**config.mk**
```make
export PLATFORM = sky130hd
export DESIGN_NAME = cosmac_bus_master_flat
export DESIGN_NICKNAME = d
export VERILOG_FILES = /design/src/rtl/cosmac_bus_master_pkg.sv /design/src/rtl/cosmac_bus_master_if.sv /design/src/rtl/cosmac_bus_master_phase_timer.sv /design/src/rtl/cosmac_bus_master.sv /design/src/flat_wrapper.sv
export SDC_FILE = /design/constraint.sdc
export NUM_CORES = 1
export LEC_CHECK = 0
export ABC_AREA = 1
export BUFFER_PORTS_ARGS = -buffer_cell sky130_fd_sc_hd__buf_4
export CELL_PAD_IN_SITES_DETAIL_PLACEMENT = 1
export CELL_PAD_IN_SITES_GLOBAL_PLACEMENT = 1
export CORE_ASPECT_RATIO = 1.1
export CORE_MARGIN = 3
export CORE_UTILIZATION = 33
export DETAILED_ROUTE_END_ITERATION = 8
export PLACE_DENSITY = 0.79
export SLEW_MARGIN = 20
export SYNTH_ARGS = -nofsm -noshare
export SYNTH_HDL_FRONTEND = slang
export SYNTH_SLANG_ARGS = --single-unit
```
**constraint.sdc**
```tcl
create_clock -name clk_16mhz -period 1.6 [get_ports clk_16mhz]
set_input_delay 0.32 -clock clk_16mhz [delete_from_list [all_inputs] [get_ports clk_16mhz]]
set_output_delay 0.32 -clock clk_16mhz [all_outputs]
set_load 0.02 [all_outputs]
```
**src/rtl/cosmac_bus_master_pkg.sv**
```systemverilog
// Shared constants for the COSMAC-style bus master: phase windows of the
// eight-phase bus cycle, counter widths and the FSM state type.
package cosmac_bus_master_pkg;

    localparam int PHASE_CLKS_DEF = 2;
    localparam int SUB_W          = 4;   // holds PHASE_CLKS-1 for PHASE_CLKS up to 16

    localparam logic [2:0] PH_TPA        = 3'd0;
    localparam logic [2:0] PH_MA_HI_LAST = 3'd1;
    localparam logic [2:0] PH_MRD_FIRST  = 3'd2;
    localparam logic [2:0] PH_OE_FIRST   = 3'd3;
    localparam logic [2:0] PH_MWR_FIRST  = 3'd4;
    localparam logic [2:0] PH_WAIT       = 3'd5;
    localparam logic [2:0] PH_TPB        = 3'd6;
    localparam logic [2:0] PH_OE_LAST    = 3'd6;
    localparam logic [2:0] PH_MWR_LAST   = 3'd6;
    localparam logic [2:0] PH_LAST       = 3'd7;

    typedef enum logic {
        ST_IDLE  = 1'b0,
        ST_CYCLE = 1'b1
    } state_t;

    function automatic logic in_phases(input logic [2:0] ph,
                                       input logic [2:0] lo,
                                       input logic [2:0] hi);
        return (ph >= lo) && (ph <= hi);
    endfunction

endpackage

```
**src/rtl/cosmac_bus_master_if.sv**
```systemverilog
// Host handshake plus COSMAC memory bus, bundled so the master and the
// memory/host side each see one port.
interface cosmac_bus_master_if;

    logic        req;
    logic        we;
    logic [15:0] addr;
    logic [7:0]  wdata;
    logic        ready;
    logic        done;
    logic [7:0]  rdata;
    logic        tpa;
    logic        tpb;
    logic [7:0]  ma;
    logic        nmrd;
    logic        nmwr;
    logic [7:0]  db_out;
    logic        db_oe;
    logic [7:0]  db_in;
    logic        nwait;

    modport master (
        input  req, we, addr, wdata, db_in, nwait,
        output ready, done, rdata, tpa, tpb, ma, nmrd, nmwr, db_out, db_oe
    );

    modport slave (
        output req, we, addr, wdata, db_in, nwait,
        input  ready, done, rdata, tpa, tpb, ma, nmrd, nmwr, db_out, db_oe
    );

endinterface

```
**src/rtl/cosmac_bus_master_phase_timer.sv**
```systemverilog
// Sub-phase / phase counters for one bus cycle. Exposes both current and
// next-clock values so the master can register its outputs one clock ahead.
module cosmac_phase_timer
    import cosmac_bus_master_pkg::*;
#(
    parameter int PHASE_CLKS = PHASE_CLKS_DEF
) (
    input  logic       clk_16mhz,
    input  logic       rst,
    input  logic       i_en,
    input  logic       i_stall,
    output logic [2:0] o_phase,
    output logic       o_last,
    output logic [2:0] o_phase_nxt,
    output logic       o_last_nxt
);

    localparam logic [SUB_W-1:0] SUB_MAX = SUB_W'(PHASE_CLKS - 1);

    logic [SUB_W-1:0] r_sub;
    logic [2:0]       r_phase;
    logic [SUB_W-1:0] w_sub_nxt;
    logic [2:0]       w_phase_nxt;
    logic             w_last;

    assign w_last = (r_sub == SUB_MAX);

    // A stall on the last clock restarts the same phase from sub-phase 0.
    always_comb begin
        w_sub_nxt   = r_sub;
        w_phase_nxt = r_phase;
        if (i_en) begin
            if (w_last) begin
                w_sub_nxt = '0;
                if (!i_stall)
                    w_phase_nxt = r_phase + 3'd1;
            end else begin
                w_sub_nxt = r_sub + SUB_W'(1);
            end
        end
    end

    always_ff @(posedge clk_16mhz) begin
        if (rst) begin
            r_sub   <= '0;
            r_phase <= '0;
        end else begin
            r_sub   <= w_sub_nxt;
            r_phase <= w_phase_nxt;
        end
    end

    assign o_phase     = r_phase;
    assign o_last      = w_last;
    assign o_phase_nxt = w_phase_nxt;
    assign o_last_nxt  = (w_sub_nxt == SUB_MAX);

endmodule

```
**src/rtl/cosmac_bus_master.sv**
```systemverilog
// Host-to-COSMAC bus master: runs one eight-phase memory cycle per accepted
// request, with nwait stretching phase 5. Every output is a flop.
module cosmac_bus_master
    import cosmac_bus_master_pkg::*;
#(
    parameter int PHASE_CLKS = PHASE_CLKS_DEF
) (
    input  logic                clk_16mhz,
    input  logic                rst,
    cosmac_bus_master_if.master bus
);

    state_t      r_state;
    logic        r_we;
    logic [15:0] r_addr;
    logic [7:0]  r_wdata;

    logic        r_ready;
    logic        r_done;
    logic [7:0]  r_rdata;
    logic        r_tpa;
    logic        r_tpb;
    logic [7:0]  r_ma;
    logic        r_nmrd;
    logic        r_nmwr;
    logic [7:0]  r_db_out;
    logic        r_db_oe;

    logic [2:0]  w_phase;
    logic        w_last;
    logic [2:0]  w_phase_nxt;
    logic        w_last_nxt;

    logic        w_cyc;
    logic        w_end;
    logic        w_stall;
    logic        w_accept;
    state_t      w_state_nxt;
    logic        w_busy_nxt;
    logic        w_we_nxt;
    logic [15:0] w_addr_nxt;
    logic [7:0]  w_wdata_nxt;
    logic        w_oe_nxt;

    cosmac_phase_timer #(.PHASE_CLKS(PHASE_CLKS)) u_timer (
        .clk_16mhz   (clk_16mhz),
        .rst         (rst),
        .i_en        (w_cyc),
        .i_stall     (w_stall),
        .o_phase     (w_phase),
        .o_last      (w_last),
        .o_phase_nxt (w_phase_nxt),
        .o_last_nxt  (w_last_nxt)
    );

    assign w_cyc    = (r_state == ST_CYCLE);
    assign w_end    = w_cyc && w_last && (w_phase == PH_LAST);
    assign w_stall  = w_cyc && w_last && (w_phase == PH_WAIT) && !bus.nwait;
    assign w_accept = bus.req && r_ready;

    // Counters are back at 0/0 whenever the FSM leaves CYCLE, so an accept
    // (from IDLE or back-to-back at cycle end) always starts at phase 0.
    always_comb begin
        w_state_nxt = ST_CYCLE;
        if (!w_accept && (w_end || !w_cyc))
            w_state_nxt = ST_IDLE;
    end

    assign w_busy_nxt  = (w_state_nxt == ST_CYCLE);
    assign w_we_nxt    = w_accept ? bus.we    : r_we;
    assign w_addr_nxt  = w_accept ? bus.addr  : r_addr;
    assign w_wdata_nxt = w_accept ? bus.wdata : r_wdata;
    assign w_oe_nxt    = w_busy_nxt && w_we_nxt &&
                         in_phases(w_phase_nxt, PH_OE_FIRST, PH_OE_LAST);

    // Outputs are decoded from next-clock state so the pins change on the
    // same edge as the phase they describe.
    always_ff @(posedge clk_16mhz) begin
        if (rst) begin
            r_state  <= ST_IDLE;
            r_we     <= 1'b0;
            r_addr   <= 16'h0000;
            r_wdata  <= 8'h00;
            r_ready  <= 1'b1;
            r_done   <= 1'b0;
            r_rdata  <= 8'h00;
            r_tpa    <= 1'b0;
            r_tpb    <= 1'b0;
            r_ma     <= 8'h00;
            r_nmrd   <= 1'b1;
            r_nmwr   <= 1'b1;
            r_db_out <= 8'h00;
            r_db_oe  <= 1'b0;
        end else begin
            r_state <= w_state_nxt;
            r_we    <= w_we_nxt;
            r_addr  <= w_addr_nxt;
            r_wdata <= w_wdata_nxt;
            r_ready <= !w_busy_nxt || ((w_phase_nxt == PH_LAST) && w_last_nxt);
            r_done  <= w_end;
            if (w_end && !r_we)
                r_rdata <= bus.db_in;
            r_tpa   <= w_busy_nxt && (w_phase_nxt == PH_TPA);
            r_tpb   <= w_busy_nxt && (w_phase_nxt == PH_TPB);
            if (!w_busy_nxt)
                r_ma <= 8'h00;
            else if (w_phase_nxt <= PH_MA_HI_LAST)
                r_ma <= w_addr_nxt[15:8];
            else
                r_ma <= w_addr_nxt[7:0];
            r_nmrd   <= !(w_busy_nxt && !w_we_nxt && (w_phase_nxt >= PH_MRD_FIRST));
            r_nmwr   <= !(w_busy_nxt && w_we_nxt &&
                          in_phases(w_phase_nxt, PH_MWR_FIRST, PH_MWR_LAST));
            r_db_oe  <= w_oe_nxt;
            r_db_out <= w_oe_nxt ? w_wdata_nxt : 8'h00;
        end
    end

    assign bus.ready  = r_ready;
    assign bus.done   = r_done;
    assign bus.rdata  = r_rdata;
    assign bus.tpa    = r_tpa;
    assign bus.tpb    = r_tpb;
    assign bus.ma     = r_ma;
    assign bus.nmrd   = r_nmrd;
    assign bus.nmwr   = r_nmwr;
    assign bus.db_out = r_db_out;
    assign bus.db_oe  = r_db_oe;

endmodule

```
**src/flat_wrapper.sv**
```systemverilog
// flat-port wrapper written by rule: the top's interface ports become plain ports
module cosmac_bus_master_flat import cosmac_bus_master_pkg::*;
#(
    parameter int PHASE_CLKS = PHASE_CLKS_DEF
)
  (clk_16mhz, rst, bus_req, bus_we, bus_addr, bus_wdata, bus_db_in, bus_nwait, bus_ready, bus_done, bus_rdata, bus_tpa, bus_tpb, bus_ma, bus_nmrd, bus_nmwr, bus_db_out, bus_db_oe);
  cosmac_bus_master_if bus_i ();
  input  logic clk_16mhz;
  input  logic rst;
  input wire logic [$bits(bus_i.req)-1:0] bus_req;
  input wire logic [$bits(bus_i.we)-1:0] bus_we;
  input wire logic [$bits(bus_i.addr)-1:0] bus_addr;
  input wire logic [$bits(bus_i.wdata)-1:0] bus_wdata;
  input wire logic [$bits(bus_i.db_in)-1:0] bus_db_in;
  input wire logic [$bits(bus_i.nwait)-1:0] bus_nwait;
  output wire logic [$bits(bus_i.ready)-1:0] bus_ready;
  output wire logic [$bits(bus_i.done)-1:0] bus_done;
  output wire logic [$bits(bus_i.rdata)-1:0] bus_rdata;
  output wire logic [$bits(bus_i.tpa)-1:0] bus_tpa;
  output wire logic [$bits(bus_i.tpb)-1:0] bus_tpb;
  output wire logic [$bits(bus_i.ma)-1:0] bus_ma;
  output wire logic [$bits(bus_i.nmrd)-1:0] bus_nmrd;
  output wire logic [$bits(bus_i.nmwr)-1:0] bus_nmwr;
  output wire logic [$bits(bus_i.db_out)-1:0] bus_db_out;
  output wire logic [$bits(bus_i.db_oe)-1:0] bus_db_oe;
  assign bus_i.req = bus_req;
  assign bus_i.we = bus_we;
  assign bus_i.addr = bus_addr;
  assign bus_i.wdata = bus_wdata;
  assign bus_i.db_in = bus_db_in;
  assign bus_i.nwait = bus_nwait;
  assign bus_ready = bus_i.ready;
  assign bus_done = bus_i.done;
  assign bus_rdata = bus_i.rdata;
  assign bus_tpa = bus_i.tpa;
  assign bus_tpb = bus_i.tpb;
  assign bus_ma = bus_i.ma;
  assign bus_nmrd = bus_i.nmrd;
  assign bus_nmwr = bus_i.nmwr;
  assign bus_db_out = bus_i.db_out;
  assign bus_db_oe = bus_i.db_oe;
  cosmac_bus_master #(.PHASE_CLKS(PHASE_CLKS)) u_core (.clk_16mhz(clk_16mhz), .rst(rst), .bus(bus_i));
endmodule
```
After elaboration in Yosys (flattened, before gate mapping)
Cells that the tools add are included.
{"block": "totals", "output_inout_bits": 31, "memories": 0, "latch_bits": 0, "ramBits": 0, "ff_bits": 64, "elab_cells": 69, "rom_bits": 0, "inputBits": 37}
{"block": "classes", "muxes": 10, "eq_ne": 6, "bitwise_logic": 1, "reduce_logical": 29, "n_div": 0, "n_lt_le_gt_ge": 5, "shift": 0, "add_sub_neg": 2, "mul": 0}
{"operator": "$logic_and 1x1->1", "n": 17}
{"operator": "$mux 16", "n": 1}
{"operator": "$mux 8", "n": 2}
{"operator": "$eq 3x3->1 const B", "n": 4}
{"operator": "$mux 3", "n": 3}
{"operator": "$eq 4x1->1 const B", "n": 2}
{"operator": "$mux 4", "n": 2}
{"operator": "$logic_not 1->1", "n": 7}
{"operator": "$ge 3x2->1 const B", "n": 2}
{"operator": "$add 4x1->4 const B", "n": 1}
{"operator": "$reduce_or 2->1", "n": 2}
{"operator": "$add 3x1->3 const B", "n": 1}
{"operator": "$ge 3x3->1 const B", "n": 1}
{"operator": "$le 3x1->1 const B", "n": 1}
{"operator": "$le 3x3->1 const B", "n": 1}
{"operator": "$logic_not 3->1", "n": 1}
{"operator": "$logic_or 1x1->1", "n": 2}
{"operator": "$mux 1", "n": 2}
{"operator": "$not 1->1", "n": 1}

Logic depth before layout (Yosys ltp)
{"block": "logic_depth", "ltp_word": 12, "depth_mapped": 10, "mapped_depth_nobuf": 10}

By module
From an unflattened synthesis, not the netlist that was laid out.
{"block": "hier_totals", "hier_cells": 343, "hier_area_um2": 2598.7}
{"module": "cosmac_bus_master", "n_inst": 1, "seq_area_each_um2": 1141.1, "area_each_um2": 2228.4, "cells_each": 292}
{"module": "cosmac_phase_timer", "n_inst": 1, "seq_area_each_um2": 140.1, "area_each_um2": 370.4, "cells_each": 51}

Worst setup path after synthesis
OpenSTA, ideal clock, no wires.
{"block": "synth_timing", "path_kind": "reg2reg", "from": "register u_core.u_timer.r_phase[0], in the netlist u_core.u_timer.o_phase[0]", "to": "register u_core.r_ma[0], in the netlist u_core.bus.ma[0]", "arrival_time_ns": 1.454, "path_slack_ns": 0.030, "stages_incl_launch_ff": 11, "period_less_slack_ns": 1.570, "setup_ns": 0.116, "n_path_buf": 0, "required_time_ns": 1.484, "path_cell_list": "dfxtp_1 ha_1 ha_1 inv_1 nand2_1 nor2_2 nor2_4 nor2_4 inv_2 nor2_1 nor2_1"}
{"block": "synth_via", "elab_chain_cells": 8, "word_cells_on_any_way": 14, "classes_between": "1 x add/sub; 1 x order compare; 2 x eq/ne; 4 x mux; 6 x reduce/logical"}
{"element": "start, declared", "line_no": "cosmac_bus_master_phase_timer.sv:21", "source": "logic [2:0] r_phase;"}
{"element": "start signal, assigned", "line_no": "cosmac_bus_master_phase_timer.sv:49", "source": "r_phase <= w_phase_nxt;"}
{"element": "branches (longest 8 deep; another with $add 3x1->3)"}
{"element": "end signal, assigned", "line_no": "cosmac_bus_master.sv:108", "source": "r_ma <= w_addr_nxt[15:8];"}
{"element": "end signal, assigned", "line_no": "cosmac_bus_master.sv:110", "source": "r_ma <= w_addr_nxt[7:0];"}
{"element": "end, declared", "line_no": "cosmac_bus_master.sv:23", "source": "logic [7:0] r_ma;"}
Several ways; the timed one is not identified.
A chain may end at the register's enable or synchronous reset.

Worst setup path in the final report
{"block": "layout_timing", "from": "register u_core.u_timer.r_phase[1], in the netlist u_core.u_timer.o_phase[1]", "to": "register u_core.r_ma[0], in the netlist u_core.bus.ma[0]"}
Same word-level chain as after synthesis.

==> key figures <==
Floorplanning
  • I/O pin cnt: 68
  • Die Wd: 87.4 um
  • Core area: 0.00705 mm2
  • Number of placement rows: 32
  • Initial Util: 34.1%
  • Die ar.: 0.00834 mm2
  • Die Span Y: 95.5 um

Pwr
  • Sequential power share: 43.7%
  • Psw: 966 uW
  • P per Cell Area: 1100 mW/mm2
  • Leak Pwr: 1.66 nW
  • Logic pwr share: 13.9%
  • Internal Pwr Total: 2.94 mW
  • Switch share: 24.7%
  • Total chip power: 3.90 mW
  • Clock Power Share: 42.4%
  • Worst IR Drop VDD: 0.513 mV

Critical path
  • Worst-path cell chain: ha_4, ha_4, inv_4, nand2_4, nor2_4, nor2_4, nor2_4, buf_6, o21ai_2, nor2_1
  • Reg-to-reg setup timing slack: -10 ps
  • Startpoint Class: flip-flop
  • WS Path Type: flip-flop to flip-flop
  • Reg2Reg Launch Point: u_core.u_timer.o_phase[1]
  • Slowest stage delay, CP: 360 ps
  • Max FO, Critical Path: 6
  • Worst path slowest cell: dfxtp_4
  • R2r worst-path depth: 10
  • RR Endpoint: u_core.bus.ma[0]
  • Arr. time, crit path: 1850 ps
  • Worst Setup End Kind: flip-flop
  • Most common cell on crit path: nor2_4
  • CP endpoint: u_core.bus.ma[0]
  • Worst Setup SP: u_core.u_timer.o_phase[1]
  • Required time worst endpoint: 1830 ps

Placed design
  • Dpl hpwl: 4460 um
  • DP Worst Slack: -58.5 ps
  • GPL Wtd Cong: 0.816
  • Placed cells: 451
  • Port bufs: 67

Logic synthesis
  • Syn Std Cell Area: 0.00240 mm2
  • Multiplexer share of the synthesized area: 3.33%
  • Async set or reset register ratio after synthesis: 0%
  • Largest area contributor in the netlist: dfxtp_1
  • Avg Inst Size Synth: 8.09 um2
  • Synth Area in XOR/XNOR: 0.729%
  • Top_reg_cell synth: dfxtp_1
  • Mapped Nets: 337
  • Compound-cell area share of the yosys netlist: 8.95%
  • Largest family of logic cells by synthesized area: simple AND/OR/NAND/NOR gates
  • #FFs+latches synth: 64
  • Synth top area cells: dfxtp_1, nor2_1, inv_1, o21ai_0, nand2_1
  • Synth warn: 0
  • EDFF count, synth: 0
  • Post-synthesis sequential area ratio: 53.3%
  • Netlist cell types: 25
  • Adder-Cell Fraction of Synth Area: 1.56%
  • Synth top area share: 53.3%
  • Synth Area in Simple Gates: 21.6%
  • Mapped Cells: 297

STA
  • Final min period: 1610 ps
  • RSZ-0062 raised after global routing: true
  • Slew Viols, Final: 0
  • Fin crit share: 101%
  • Final setup viols: 1
  • Tightest Pin Transition: 372 ps
  • Final hold vios: 0
  • Final worst slack: -14.2 ps
  • Setup TNS Final: -14.2 ps
  • Final Skew: 10.6 ps
  • Rel. slew slack: 75.2%
  • Peak Freq: 620 MHz

Global route
  • Initial antenna violation count: 0
  • Number of global-route vias before repair: 2230
  • Largest net degree at the start of global routing: 34
  • Total track usage: 15.9%
  • GRT Residual Overflow: 0
  • First-pass GRT wire length: 10100 um

Finish
  • N_diodes: 0
  • Seq. cell area: 0.00129 mm2
  • Share of cells above drive strength 1: 37.7%
  • Area grow syn2layout: 47.1%
  • Multi-input gate area: 0.00105 mm2
  • Fillers: 844
  • Nets@finish: 422
  • Commonest non-fill, non-tap cell in the layout: buf_4
  • Post-route insts no fill: 472
  • Most frequent cells in the layout: buf_4, dfxtp_1, nor2_1
  • Fin util: 50.2%

Detailed routing
  • WL final: 6510 um
  • Routed via count divided by cell count: 4.56
  • DR vias: 2151
  • First-pass DRT Iterations: 4
  • 1st-iter DRT viols: 21
  • Drt wl/cell: 13.8 um
  • Final ANT Viol Nets: 0
  • # DRC: 0

Hold path
  • Hold Crit Depth: 2
  • Worst Hold Class: primary input to flip-flop
  • Worst Hold Launch: rst

Run
  • Max-cap violation count: 0

Clock network
  • Post-cts hold buffer count: 0
  • CTS H-tree depth: 3
  • CTS max path bufs: 2
  • Root Buffer: clkbuf_8
  • Reg clk slew, reported paths: 70 ps
  • CTS tree: done
  • Inserted Clock Buffers: 9
  • Worst skew pair latency: 340 ps
  • Clock sink count: 64

Run status
  • Status: complete, but fails checks
  • Violated checks: negative setup slack
## worst min path at each step
stage / end / slack (ps)
CTS: u_core.r_addr[11] / 210
floorplan: u_core.r_wdata[0] / 460
global route: u_core.r_addr[13] / 230
global placement: u_core.bus.rdata[1] / 450
detailed placement: u_core.bus.rdata[2] / 460
finish: u_core.r_addr[14] / 230
## Yosys cell counts (3+ instances only)
library cell and instances:
nor2_1 67, dfxtp_1 64, inv_1 53, nand2_1 27, o21ai_0 26, a211oi_1 8
clkbuf_1 8, mux2i_1 8, nand3_1 6, ha_1 3, nand2_2 3, nor2_2 3
nor2_4 3, nor3_1 3
## kinds of logic after synthesis
family                     count (synthesis)
AOI/OAI and AO/OA                         38
and+or+nand+nor                          117
DFF                                       64
adders and majority gates                  3
muxes                                      8
buffers and inverters                     65
xor gates and xnor gates                   2
## flip-flops by register name (all words and copies together), names as in the netlist, 3 cells and up
signal / count
u_core.r_wdata: 8
u_core.bus.rdata: 8
u_core.u_timer.o_phase: 3
u_core.r_addr: 16
u_core.u_timer.r_sub: 4
u_core.bus.db_out: 8
u_core.bus.ma: 8
## metal layers
layer / vias to the layer above / share of wire [%] / GRT usage, %
met2: 60 / 53 / 27.7
met4: 0 / 1.4 / 8.18
li1: 1081 / - / -
met1: 1001 / 39 / 18.1
met3: 9 / 5.9 / 3.28
met5: - / 0 / 0
## metrics by stage
| step | hold slack [ps] | area [um2] |
|---|---|---|
| 6_report | 230 | 3530 |
| 5_1_grt | 230 | 3530 |
| 4_1_cts | 209 | 3350 |
| 3_5_place_dp | 457 | 3070 |
| 3_3_place_gp | 446 | 3070 |
| 2_1_floorplan | 461 | 2400 |
## layout make-up
class	count	share of cell area (%)
Sequential cell	64	36.5
Multi-Input combinational cell	169	29.7
Timing Repair Buffer	84	18.3
Inverter	54	5.88
Clock buffer	10	3.61
Clock inverter	6	3.04
Tap cell	85	3.01
## worst max-delay path, delay by kind of cell, from the launching register on
kind / cells / cell delay (ps)
DFF: 1 / 360
buffers and inverters: 2 / 170
and+or+nand+nor: 5 / 420
adders and majority gates: 2 / 420
AOI/OAI and AO/OA: 1 / 130
## power by group through the flow
stage                     Clock (mW)  Sequential, mW  Combinational, mW
after global routing            1.76            1.71              0.608
after floorplan                    0            1.76              0.241
final                           1.66            1.71              0.543
after detailed placement           0            1.74              0.476
after global placement             0            1.74              0.464
after CTS                       1.69            1.70              0.491
## timing repair
item                       4_1_cts  5_1_grt
setup buffers                    0        3
gates cloned                     1        1
setup endpoints to repair       18       28
resized for setup               11       44
pin swaps                        7       13
(Power assumes the default switching activity.)
